File: config.mk
export PLATFORM = sky130hd
export DESIGN_NAME = motion_update_scheduler
export DESIGN_NICKNAME = d
export VERILOG_FILES = /design/src/rtl/motion_update_scheduler.sv
export SDC_FILE = /design/constraint.sdc
export NUM_CORES = 1
export LEC_CHECK = 0
export BUFFER_PORTS_ARGS = -buffer_cell sky130_fd_sc_hd__buf_2
export CORE_ASPECT_RATIO = 1.2
export CORE_MARGIN = 2
export CORE_UTILIZATION = 52
export CTS_CLUSTER_SIZE = 30
export DETAILED_ROUTE_END_ITERATION = 6
export PLACE_DENSITY_LB_ADDON = 0.3
export SETUP_SLACK_MARGIN = 0.4
export SYNTH_ARGS = -nofsm -noshare
export SYNTH_HDL_FRONTEND = slang
export SYNTH_SLANG_ARGS = --single-unit
File: constraint.sdc
create_clock -name clk -period 3.3 [get_ports clk]
set_clock_uncertainty 0.05 [all_clocks]
set_input_delay 0.33 -clock clk [delete_from_list [all_inputs] [get_ports clk]]
set_output_delay 0.33 -clock clk [all_outputs]
set_load 0.02 [all_outputs]
File: src/rtl/motion_update_scheduler.sv
// Sequences one motion-update pass over every cell cache, x-outer, z-inner.
// Define MU_SCHED_TIMEOUT_EN to add a drain watchdog.
module motion_update_scheduler #(
  parameter int DATA_WIDTH     = 32,
  parameter int CELL_ID_WIDTH  = 4,
  parameter int ADDR_WIDTH     = 8,
  parameter int CELL_DIM_X     = 4,
  parameter int CELL_DIM_Y     = 4,
  parameter int CELL_DIM_Z     = 4,
  parameter int MAX_PARTICLES  = 219,
  parameter int CNT_WIDTH      = 16,
  parameter int SWAP_GUARD     = 3,
  parameter int TIMEOUT_CYCLES = 4096
) (
  input  logic                       clk,
  input  logic                       rst,
  input  logic                       start,
  input  logic                       in_mu_ready,
  input  logic                       in_mu_result_valid,
  input  logic [3*DATA_WIDTH-1:0]    in_rd_data,
  output logic                       out_motion_update_enable,
  output logic [3*CELL_ID_WIDTH-1:0] out_rd_cell_id,
  output logic [ADDR_WIDTH-1:0]      out_rd_address,
  output logic                       out_rden,
  output logic                       out_issue_valid,
  output logic [3*CELL_ID_WIDTH-1:0] out_issue_cell_id,
  output logic                       out_busy,
  output logic                       out_done,
  output logic                       out_error,
  output logic [CNT_WIDTH-1:0]       out_particle_total
);

  typedef enum logic [2:0] {
    IDLE, RD_CNT, WAIT_CNT, STREAM,
    NEXT_CELL, DRAIN, GUARD, DONE
  } state_t;

  localparam logic [CELL_ID_WIDTH-1:0] ID1 = CELL_ID_WIDTH'(1);
  localparam logic [CELL_ID_WIDTH-1:0] DX = CELL_ID_WIDTH'(CELL_DIM_X);
  localparam logic [CELL_ID_WIDTH-1:0] DY = CELL_ID_WIDTH'(CELL_DIM_Y);
  localparam logic [CELL_ID_WIDTH-1:0] DZ = CELL_ID_WIDTH'(CELL_DIM_Z);
  localparam logic [ADDR_WIDTH-1:0] MAXP = ADDR_WIDTH'(MAX_PARTICLES);
  localparam logic [ADDR_WIDTH-1:0] A1 = ADDR_WIDTH'(1);
  localparam logic [CNT_WIDTH-1:0] C1 = CNT_WIDTH'(1);
  localparam logic [7:0] GLAST = 8'(SWAP_GUARD - 1);

  state_t state;
  logic [CELL_ID_WIDTH-1:0] cx, cy, cz;
  logic [ADDR_WIDTH-1:0] idx, count;
  logic [CNT_WIDTH-1:0] outstanding;
  logic [7:0] gcnt;
  logic rd_stream, res_ok, last_cell;
  logic [ADDR_WIDTH-1:0] rd_count;

`ifdef MU_SCHED_TIMEOUT_EN
  localparam logic [31:0] WD_LAST = 32'(TIMEOUT_CYCLES - 1);
  logic [31:0] wd;
  logic unused_bits;
  assign unused_bits = ^in_rd_data[3*DATA_WIDTH-1:ADDR_WIDTH];
`else
  logic unused_bits;
  assign unused_bits = ^{in_rd_data[3*DATA_WIDTH-1:ADDR_WIDTH],
                         TIMEOUT_CYCLES[0]};
`endif

  assign rd_count  = in_rd_data[ADDR_WIDTH-1:0];
  assign rd_stream = (state == STREAM) && in_mu_ready;
  assign res_ok    = in_mu_result_valid && out_motion_update_enable;
  assign last_cell = (cx == DX) && (cy == DY) && (cz == DZ);

  assign out_rden       = (state == RD_CNT) || rd_stream;
  assign out_rd_address = (state == STREAM) ? idx : '0;
  assign out_rd_cell_id = out_busy ? {cx, cy, cz} : '0;

  always_ff @(posedge clk or negedge rst) begin
    if (!rst) begin
      state <= IDLE;
      cx <= ID1;
      cy <= ID1;
      cz <= ID1;
      idx <= '0;
      count <= '0;
      outstanding <= '0;
      gcnt <= '0;
      out_motion_update_enable <= 1'b0;
      out_issue_valid <= 1'b0;
      out_issue_cell_id <= '0;
      out_busy <= 1'b0;
      out_done <= 1'b0;
      out_error <= 1'b0;
      out_particle_total <= '0;
`ifdef MU_SCHED_TIMEOUT_EN
      wd <= '0;
`endif
    end else begin
      out_done <= 1'b0;
      out_issue_valid <= rd_stream;
      if (rd_stream) out_issue_cell_id <= {cx, cy, cz};
      if (out_issue_valid)
        out_particle_total <= out_particle_total + C1;
      // results outside an enabled pass are dropped and flagged
      if (in_mu_result_valid && !out_motion_update_enable)
        out_error <= 1'b1;
      if (out_issue_valid && !res_ok) begin
        outstanding <= outstanding + C1;
      end else if (!out_issue_valid && res_ok) begin
        if (outstanding == '0) out_error <= 1'b1;
        else outstanding <= outstanding - C1;
      end
      unique case (state)
        IDLE: if (start) begin
          out_motion_update_enable <= 1'b1;
          out_busy <= 1'b1;
          out_error <= 1'b0;
          out_particle_total <= '0;
          cx <= ID1;
          cy <= ID1;
          cz <= ID1;
`ifdef MU_SCHED_TIMEOUT_EN
          wd <= '0;
`endif
          state <= RD_CNT;
        end
        RD_CNT: state <= WAIT_CNT;
        WAIT_CNT: begin
          if (rd_count > MAXP) begin
            count <= MAXP;
            out_error <= 1'b1;
          end else begin
            count <= rd_count;
          end
          idx <= A1;
          state <= (rd_count == '0) ? NEXT_CELL : STREAM;
        end
        STREAM: if (in_mu_ready) begin
          if (idx == count) state <= NEXT_CELL;
          else idx <= idx + A1;
        end
        NEXT_CELL: begin
          if (cz != DZ) begin
            cz <= cz + ID1;
          end else begin
            cz <= ID1;
            if (cy != DY) begin
              cy <= cy + ID1;
            end else begin
              cy <= ID1;
              cx <= (cx != DX) ? cx + ID1 : ID1;
            end
          end
          state <= last_cell ? DRAIN : RD_CNT;
        end
        DRAIN: begin
`ifdef MU_SCHED_TIMEOUT_EN
          wd <= wd + 32'd1;
          if (outstanding == '0) begin
            out_motion_update_enable <= 1'b0;
            gcnt <= '0;
            state <= GUARD;
          end else if (wd == WD_LAST) begin
            out_error <= 1'b1;
            outstanding <= '0;
            out_motion_update_enable <= 1'b0;
            gcnt <= '0;
            state <= GUARD;
          end
`else
          if (outstanding == '0) begin
            out_motion_update_enable <= 1'b0;
            gcnt <= '0;
            state <= GUARD;
          end
`endif
        end
        GUARD: begin
          if (gcnt == GLAST) begin
            out_done <= 1'b1;
            state <= DONE;
          end else begin
            gcnt <= gcnt + 8'd1;
          end
        end
        DONE: begin
          out_busy <= 1'b0;
          state <= IDLE;
        end
        default: state <= IDLE;
      endcase
    end
  end

endmodule

==> summary.txt, run 1 <==
Power
  – Maximum VDD drop: 436 uV
  – NetSw: 2.70 mW
  – Sequential group share of total power: 32.4%
  – Sw frac: 44.2%
  – Comb power frac: 52.2%
  – Internal power: 3.41 mW
  – Cell Pwr Density: 997 mW/mm2
  – Leakage: 2.91 nW
  – Clock share of power: 15.4%

Setup path
  – CP required: 3.45 ns
  – Critical path type: flop to flop
  – Maximum fanout along the worst path: 6
  – Critical Path Sink Type: flop
  – WP data arrival: 2.93 ns
  – Worst setup SP type: flop

Synth
  – Area leader, netlist: dfrtp_1
  – Synthesis warning total: 0
  – EDFF count, synth: 0
  – Largest cells by area after synthesis: dfrtp_1 41%, ha_1 6.5%, nand2_1 6.3%
  – Net count after synthesis: 705
  – Cell variety after synth: 60
  – Cells after synthesis: 576
  – Syn avg cell area: 9.01 um2
  – Cell Area, Synth: 0.00519 mm2
  – Top_reg_cell synth: dfrtp_1
  – Post-synth ARST share: 100%
  – FF+latch count, synth: 88
  – Area share of the largest cell type after synthesis: 41.0%
  – Sequential fraction of the synthesis area: 42.5%

Route
  – First-pass DRT Iterations: 4
  – DRT antenna net count: 0
  – WL per Instance: 14.9 um
  – Via-per-instance ratio: 5.68
  – # DRC: 0
  – DRT Wirelength: 11.7 mm
  – Number of DRC markers in iteration 0: 253
  – Via count: 4456

STA
  – Hold Fails Final Rpt: 0
  – Fin Setup TNS: 0 ns
  – Final period util: 84.3%
  – Min cycle time layout: 2.78 ns
  – Fmax: 359 MHz
  – RSZ-0062 raised after global routing: false
  – Max Slew Vio Count: 0
  – Least-Margin Pin Slew: 0.878 ns
  – Final setup violation count: 0
  – Worst hold slack: 0.0323 ns
  – Rel. slew slack: 41.5%

Clock network
  – Clk buf depth: 2
  – TritonCTS Buffers: 9
  – Worst skew pair latency: 0.34 ns
  – Reg clk slew, reported paths: 0.06 ns
  – Hold Buf Count CTS: 0
  – Root Buffer: clkbuf_16
  – TritonCTS clock tree: yes
  – Clock Sinks: 88
  – H-tree levels: 3

GRT
  – Total grt overflow: 0
  – Number of global-route vias before repair: 4272
  – Largest net degree at the start of global routing: 70
  – Total GRT Usage: 22.4%
  – Initial antenna violation count: 0
  – First-pass GRT wire length: 19.4 mm

Die
  – Starting Density: 54.0%
  – Die span in y: 113 um
  – Die width: 95.2 um
  – Num ports: 155
  – Core area: 0.00961 mm2
  – FP Rows: 39
  – Die Area: 0.0108 mm2

Job
  – Maxcap violations: 0

Place
  – IO Port Bufs: 66
  – Hpwl dp: 8.36 mm
  – Routability cong.: 0.841
  – DP Area: 0.00574 mm2

Cells and area
  – Share of layout cells above drive strength 1: 21.3%
  – Most frequent cells in the layout: 87 x nand2_1, 85 x dfrtp_1, 65 x buf_2, 52 x nor2_1, 48 x o21ai_0
  – Antenna diodes: 0
  – Finished Cell Area: 0.00613 mm2
  – Commonest non-fill, non-tap cell in the layout: nand2_1
  – Final nets: 785
  – Final core occ: 63.8%
  – Area growth syn-to-layout: 18.2%

Hold path
  – Hold WC Path Type: input pin to async pin

Outcome
  – Status: complete, no violations
[cell families after synthesis]
| group | synth area share [%] |
|---|---|
| AND/OR/NAND/NOR | 23.9 |
| flip-flops | 42.5 |
| adder cells (fa/ha/maj) | 6.90 |
| XOR/XNOR | 6.75 |
| AO/OA/AOI/OAI | 14.8 |
| multiplexers | 2.10 |
| buffers and inverters | 3.06 |
[power groups by stage]
| stage | Combinational [mW] | Clock (mW) | Sequential, mW |
|---|---|---|---|
| 5_1_grt | 3.57 | 0.996 | 2.05 |
| 3_5_place_dp | 3.00 | 0 | 1.98 |
| 4_1_cts | 3.05 | 0.958 | 1.96 |
| 2_1_floorplan | 2.09 | 0 | 2.01 |
| 3_3_place_gp | 2.90 | 0 | 1.95 |
| 6_report | 3.19 | 0.938 | 1.98 |
[registers in the layout, indices dropped and copies added, names as in the netlist]
register	flops
out_motion_update_enable	1
out_particle_total	16
state	3
out_issue_cell_id	12
count	8
cz	4
out_done	1
cx	4
gcnt	8
cy	4
out_issue_valid	1
idx	8
out_busy	1
outstanding	16
out_error	1
[worst max-delay path, stage by stage, from the launching register on]
cell       delay (ns)
dfrtp_1          0.35
and2_4           0.16
inv_1            0.04
ha_2             0.19
buf_4            0.16
fa_2             0.35
nand2b_4         0.16
a2111oi_4        0.37
a2111oi_2        0.10
buf_4            0.15
o41ai_2          0.33
xnor2_1          0.17
o21ai_1          0.08
[per-layer routing]
layer / vias up / part of all wire [%] / track usage (%)
li1: 2187 / - / -
met4: 0 / 1.1 / 6.86
met1: 2150 / 43 / 28.1
met2: 109 / 51 / 39.3
met5: - / 0 / 0
met3: 10 / 4.9 / 3.76
[worst paths after layout]
path | start | to | slack (ns) | cells past startpoint
min in group clk | in_rd_data[7] | count[7] | 0.16 | 3
worst min-delay path | rst | out_issue_cell_id[4] | 0.03 | 1
worst max register to register | out_motion_update_enable | outstanding[14] | 0.52 | 12
worst max-delay path | out_motion_update_enable | outstanding[14] | 0.52 | 12
max in group asynchronous | rst | state[2] | 2.41 | 2
worst min register to register | out_issue_cell_id[8] | out_issue_cell_id[8] | 0.43 | 2
[synth_stat cells (all sizes together) (5+ instances only)]
cell    number
o21bai       5
nand3       15
a21oi       20
ha          27
o31ai        6
nor4         8
nor3        11
dfrtp       85
nor2        52
a21o         5
nand2b       7
xor2        25
xnor2       15
and3        13
o21ai       52
inv         21
nand4       17
buf          5
mux2         7
clkbuf      15
nand2       87
and2        17
[through the flow]
step                      total power [mW]  setup WS (ns)  std cells
after floorplan                       4.10          0.364        576
after global placement                4.85          0.310        764
after detailed placement              4.98          0.245        764
after CTS                             5.98          0.427        782
after global routing                  6.62          0.392        784
final                                 6.11          0.517        784
[repair_timing]
item | in CTS | in global routing
pin swaps | 1 | 4
endpoints found under the setup margin | 3 | 5
gates resized for setup | 4 | 18
hold endpoints to repair | 0 | 0
setup buffers | 2 | 2
[cell type report]
| cell class | instances | area [um2] |
|---|---|---|
| Inverter | 21 | 81.3 |
| Fill cell | 833 | 3480 |
| Timing Repair Buffer | 89 | 505 |
| Sequential cell | 88 | 2210 |
| Multi-Input combinational cell | 447 | 2920 |
| Clock buffer | 14 | 254 |
| Clock inverter | 2 | 15.0 |
| Tap cell | 123 | 154 |
Note: power is estimated with default switching activity, not from simulation.
==> run 2: changes to the inputs <==
- CORE_UTILIZATION: 52 -> 47
- clock period: 3.3 -> 2.4 ns (I/O delays scaled with it)
==> summary.txt, run 2 (synthesized netlist as in run 1, its figures left out) <==
Outcome
  – Status: finished with violations
  – Failing checks: negative setup slack

Route
  – WL per Instance: 15.8 um
  – Via-per-instance ratio: 5.56
  – Via count: 4674
  – Number of DRC markers in iteration 0: 258
  – DRT Wirelength: 13.3 mm
  – First-pass DRT Iterations: 4
  – # DRC: 0
  – DRT antenna net count: 0

Die
  – FP Rows: 42
  – Starting Density: 47.7%
  – Die Area: 0.0119 mm2
  – Die width: 99.9 um
  – Die span in y: 119 um
  – Core area: 0.0109 mm2
  – Num ports: 155

Clock network
  – TritonCTS Buffers: 9
  – Reg clk slew, reported paths: 0.07 ns
  – H-tree levels: 3
  – Clock Sinks: 88
  – Worst skew pair latency: 0.35 ns
  – TritonCTS clock tree: yes
  – Clk buf depth: 2
  – Root Buffer: clkbuf_16

Setup path
  – Critical path type: flop to flop
  – Maximum fanout along the worst path: 9
  – CP required: 2.59 ns
  – Worst path top cell family by delay: compound AO/OA/AOI/OAI gates
  – Critical Path Sink Type: flop
  – Slowest stage delay, CP: 0.41 ns
  – Crit-path slowest cell: dfrtp_2
  – Buffers and inverters on the worst path: 4
  – CP cell instances: and2_4 > inv_2 > ha_4 > clkinvlp_4 > buf_12 > buf_4 > ha_1 > a21oi_2 > o21ai_2 > o21bai_2 > o31ai_2 > or3_1 > o311ai_2
  – Worst setup SP type: flop
  – WP data arrival: 2.88 ns

GRT
  – First-pass GRT wire length: 21.9 mm
  – Total GRT Usage: 22.8%
  – Initial antenna violation count: 0
  – Number of global-route vias before repair: 4747
  – Largest net degree at the start of global routing: 89
  – Total grt overflow: 0

STA
  – Hold Fails Final Rpt: 0
  – Final period util: 112%
  – Max Slew Vio Count: 0
  – Min cycle time layout: 2.69 ns
  – Rel. slew slack: 63.0%
  – Setup ws final: -0.287 ns
  – RSZ-0062 raised after global routing: true
  – Fmax: 372 MHz
  – Worst hold slack: 0.0599 ns
  – Final setup violation count: 9
  – Least-Margin Pin Slew: 0.550 ns

Place
  – Routability cong.: 0.895
  – Hpwl dp: 8.92 mm
  – IO Port Bufs: 66
  – Dpl cells: 810

Cells and area
  – Area growth syn-to-layout: 33.2%
  – Antenna diodes: 0
  – Leading registers by flop count: out_particle_total x16, outstanding x16, out_issue_cell_id x12
  – Most frequent cells in the layout: 82 x nand2_1, 78 x dfrtp_1, 65 x buf_2, 61 x buf_4, 49 x nor2_1
  – Share of layout cells above drive strength 1: 33.7%
  – Fill cells: 850
  – Final nets: 833
  – Commonest non-fill, non-tap cell in the layout: nand2_1
  – Post-Layout Cell Count: 841

Power
  – Maximum VDD drop: 709 uV
  – Comb power frac: 57.9%
  – Clock share of power: 14.8%
  – Sequential group share of total power: 27.3%
  – Leakage: 3.23 nW
  – Internal power: 5.62 mW
  – NetSw: 4.44 mW
  – Cell Pwr Density: 1460 mW/mm2
  – Sw frac: 44.1%

Job
  – Maxcap violations: 0

Hold path
  – Hold WC Path Type: input pin to flop
run 2: changes by cell type in the layout (fill, tap and decap cells not counted), moves of 6 or more:
cell     delta
dfrtp_1     -7
o21ai_1     +6
buf_4      +37
buf_6       +6
a21oi_1     -7
o21ai_0    -10
dfrtp_2     +7
run 2: per-layer routing:
layer / part of all wire, % / up-vias / GRT usage, %
met4: 2.8 / 0 / 9.93
met2: 52 / 95 / 40.0
met5: 0 / - / 0
li1: - / 2285 / -
met3: 3.4 / 35 / 3.58
met1: 42 / 2259 / 27.3
run 2: final cells by class:
cell class | instances | area, um2 | share of cell area (%)
Multi-Input combinational cell | 447 | 3190 | 46.2
Sequential cell | 88 | 2210 | 32.0
Timing Repair Buffer | 137 | 941 | 13.6
Clock buffer | 9 | 225 | 3.26
Tap cell | 132 | 165 | 2.39
Clock inverter | 7 | 90.1 | 1.30
Inverter | 21 | 82.6 | 1.20
run 2: worst paths after layout:
kind	from	to	slack (ns)	depth (start not counted)
setup reg to reg	out_motion_update_enable	outstanding[15]	-0.29	13
setup / recovery	out_motion_update_enable	outstanding[15]	-0.29	13
hold reg to reg	out_issue_cell_id[9]	out_issue_cell_id[9]	0.44	2
min in group asynchronous	rst	out_particle_total[8]	0.41	3
max in group asynchronous	rst	state[1]	1.47	3
hold / removal	in_rd_data[7]	count[7]	0.06	3
run 2: metrics by stage:
step / total power, mW / setup slack (ns) / setup TNS, ns / utilization [%] / area, um2
finish: 10.1 / -0.287 / -1.79 / 63.5 / 6910
global route: 10.8 / -0.406 / -2.93 / 63.5 / 6910
CTS: 9.59 / -0.306 / -1.83 / 61.7 / 6710
detailed placement: 7.56 / -0.382 / -2.22 / 56.4 / 6140
global placement: 7.38 / -0.303 / -1.71 / 56.4 / 6140
floorplan: 5.76 / -0.440 / -2.34 / - / 5260
run 2: timing repair:
| action | CTS | global route |
|---|---|---|
| hold buffers | 1 | 0 |
| pin swaps | 14 | 13 |
| setup endpoints to repair | 23 | 35 |
| buffers inserted | 8 | 6 |
| gates resized for setup | 40 | 35 |
| endpoints found under the hold margin | 85 | 0 |
run 2: worst min-delay path, stage by stage:
cell	delay [ns]
buf_2	0.10
nand2_1	0.05
nand2_1	0.04
run 2: power groups by stage:
stage | registers [mW] | clock network, mW | logic, mW
4_1_cts | 2.71 | 1.51 | 5.36
3_3_place_gp | 2.69 | 0 | 4.69
6_report | 2.75 | 1.48 | 5.82
2_1_floorplan | 2.78 | 0 | 2.98
3_5_place_dp | 2.71 | 0 | 4.85
5_1_grt | 2.84 | 1.58 | 6.37
==> run 3: changes to the inputs <==
- SETUP_SLACK_MARGIN: 0.4 -> default
==> summary.txt, run 3 (synthesized netlist as in run 1, its figures left out) <==
Clock network
  – TritonCTS clock tree: yes
  – Worst skew pair latency: 0.35 ns
  – Clk buf depth: 2
  – H-tree levels: 3
  – Reg clk slew, reported paths: 0.07 ns
  – Root Buffer: clkbuf_16
  – Clock Sinks: 88
  – TritonCTS Buffers: 9

Setup path
  – RR Startpoint: out_motion_update_enable
  – Worst setup SP type: flop
  – WP data arrival: 2.90 ns
  – CP required: 2.59 ns
  – Worst reg-to-reg path cell count: 12
  – Maximum fanout along the worst path: 6
  – Critical path type: flop to flop
  – Register-to-Register Setup Slack: -0.31 ns
  – FF-to-FF End: outstanding[15]
  – Critical Path Sink Type: flop

STA
  – Final setup violation count: 9
  – Max Slew Vio Count: 0
  – Hold Fails Final Rpt: 0
  – RSZ-0062 raised after global routing: true
  – Rel. slew slack: 60.2%
  – Setup ws final: -0.311 ns
  – Fin Setup TNS: -1.72 ns
  – Least-Margin Pin Slew: 0.591 ns
  – Fmax: 369 MHz
  – Final period util: 113%
  – Min cycle time layout: 2.71 ns
  – Worst hold slack: 0.0652 ns

Die
  – Starting Density: 47.7%
  – Die span in y: 119 um
  – Core area: 0.0109 mm2
  – Die Area: 0.0119 mm2
  – FP Rows: 42
  – Num ports: 155
  – Die width: 99.9 um

Cells and area
  – Finished Cell Area: 0.00671 mm2
  – Leading registers by flop count: out_particle_total x16, outstanding x16, out_issue_cell_id x12
  – Area growth syn-to-layout: 29.4%
  – Post-Layout Cell Count: 835
  – Final core occ: 61.7%
  – Commonest non-fill, non-tap cell in the layout: nand2_1
  – Area of the multi-input gates: 0.00303 mm2
  – Most frequent cells in the layout: 86 x nand2_1, 85 x dfrtp_1, 65 x buf_2, 60 x buf_4, 52 x nor2_1
  – Fill cells: 911
  – Reg area: 0.00221 mm2
  – Antenna diodes: 0
  – Final nets: 827
  – Share of layout cells above drive strength 1: 28.6%

Power
  – Sequential group share of total power: 27.7%
  – Leakage: 3.18 nW
  – Comb power frac: 54.1%
  – Clock share of power: 18.1%
  – NetSw: 4.14 mW
  – Sw frac: 42.4%
  – Maximum VDD drop: 619 uV
  – Internal power: 5.61 mW
  – Cell Pwr Density: 1450 mW/mm2
  – Power after layout: 9.75 mW

GRT
  – First-pass GRT wire length: 21.5 mm
  – Initial antenna violation count: 0
  – Largest net degree at the start of global routing: 44
  – Number of global-route vias before repair: 4539
  – Total GRT Usage: 22.4%
  – Total grt overflow: 0

Route
  – Via-per-instance ratio: 5.59
  – DRT antenna net count: 0
  – DRT Wirelength: 13.2 mm
  – Via count: 4666
  – WL per Instance: 15.7 um
  – First-pass DRT Iterations: 5
  – Number of DRC markers in iteration 0: 183
  – # DRC: 0

Place
  – Hpwl dp: 9.27 mm
  – DP Area: 0.00610 mm2
  – IO Port Bufs: 66
  – Routability cong.: 0.864
  – Post-Place Worst Slack: -0.421 ns
  – Dpl cells: 812

Hold path
  – Hold path depth: 3
  – Hold endpoint: count[7]
  – Hold WC Path Type: input pin to flop
  – HP Start: in_rd_data[7]

Job
  – Maxcap violations: 0

Outcome
  – Status: finished with violations
  – Failing checks: negative setup slack
==> run 3: cell count changes in the layout (fill, tap and decap cells not counted), moves of 4 or more <==
cell,delta
dfrtp_2,-7
o21ai_0,+7
buf_6,-4
nor4_1,+5
nand2_2,-4
nand2_1,+4
nor4_2,-4
dfrtp_1,+7
o21ai_1,-5
==> run 3: power groups by stage <==
stage               logic [mW]  registers, mW  clock network, mW
finish                    5.28           2.71               1.77
CTS                       5.16           2.69               1.80
floorplan                 2.93           2.77                  0
global route              5.76           2.80               1.85
global placement          4.60           2.66                  0
detailed placement        4.77           2.69                  0
==> run 3: per-layer routing <==
layer / share of wire, % / global-route usage (%) / wire (um) / vias up
li1: - / - / - / 2278
met1: 44 / 28.5 / 5820 / 2247
met2: 49 / 37.1 / 6500 / 103
met3: 3.1 / 3.23 / 406 / 38
met4: 3.2 / 10.7 / 427 / 0
met5: 0 / 0 / 0 / -
==> run 3: cell type report <==
cell class                      instances  area share (%)
Sequential cell                        88            32.9
Clock buffer                            9            3.36
Inverter                               21            1.23
Multi-Input combinational cell        447            45.1
Clock inverter                          7            2.22
Timing Repair inverter                  1           0.112
Tap cell                              132            2.46
Timing Repair Buffer                  130            12.6
==> run 3: worst max-delay path, cell delays in order, from the launching register on <==
cell        delay [ns]
dfrtp_1           0.38
and2_4            0.16
inv_2             0.06
ha_4              0.16
clkinvlp_4        0.17
buf_6             0.19
ha_4              0.28
nand4_1           0.12
o21bai_1          0.26
o221ai_2          0.14
or4_1             0.42
o211a_1           0.14
o311ai_1          0.08
==> run 3: worst max-delay path by stage <==
stage | endpoint | slack, ns | start | depth (start not counted)
3_5_place_dp | outstanding[15] | -0.42 | out_motion_update_enable | 12
5_1_grt | outstanding[10] | -0.43 | out_motion_update_enable | 12
6_report | outstanding[15] | -0.31 | out_motion_update_enable | 12
4_1_cts | outstanding[15] | -0.29 | out_motion_update_enable | 12
3_3_place_gp | outstanding[14] | -0.31 | out_motion_update_enable | 12
2_1_floorplan | outstanding[15] | -0.48 | out_motion_update_enable | 11
==> run 3: timing repair <==
item                                   in CTS  in global routing
cloned                                      1                  0
resized for setup                          28                  4
buffers inserted                            4                  1
setup endpoints to repair                  10                 13
pin swaps                                  14                  5
endpoints found under the hold margin      15                  0
hold buffers                                1                  0
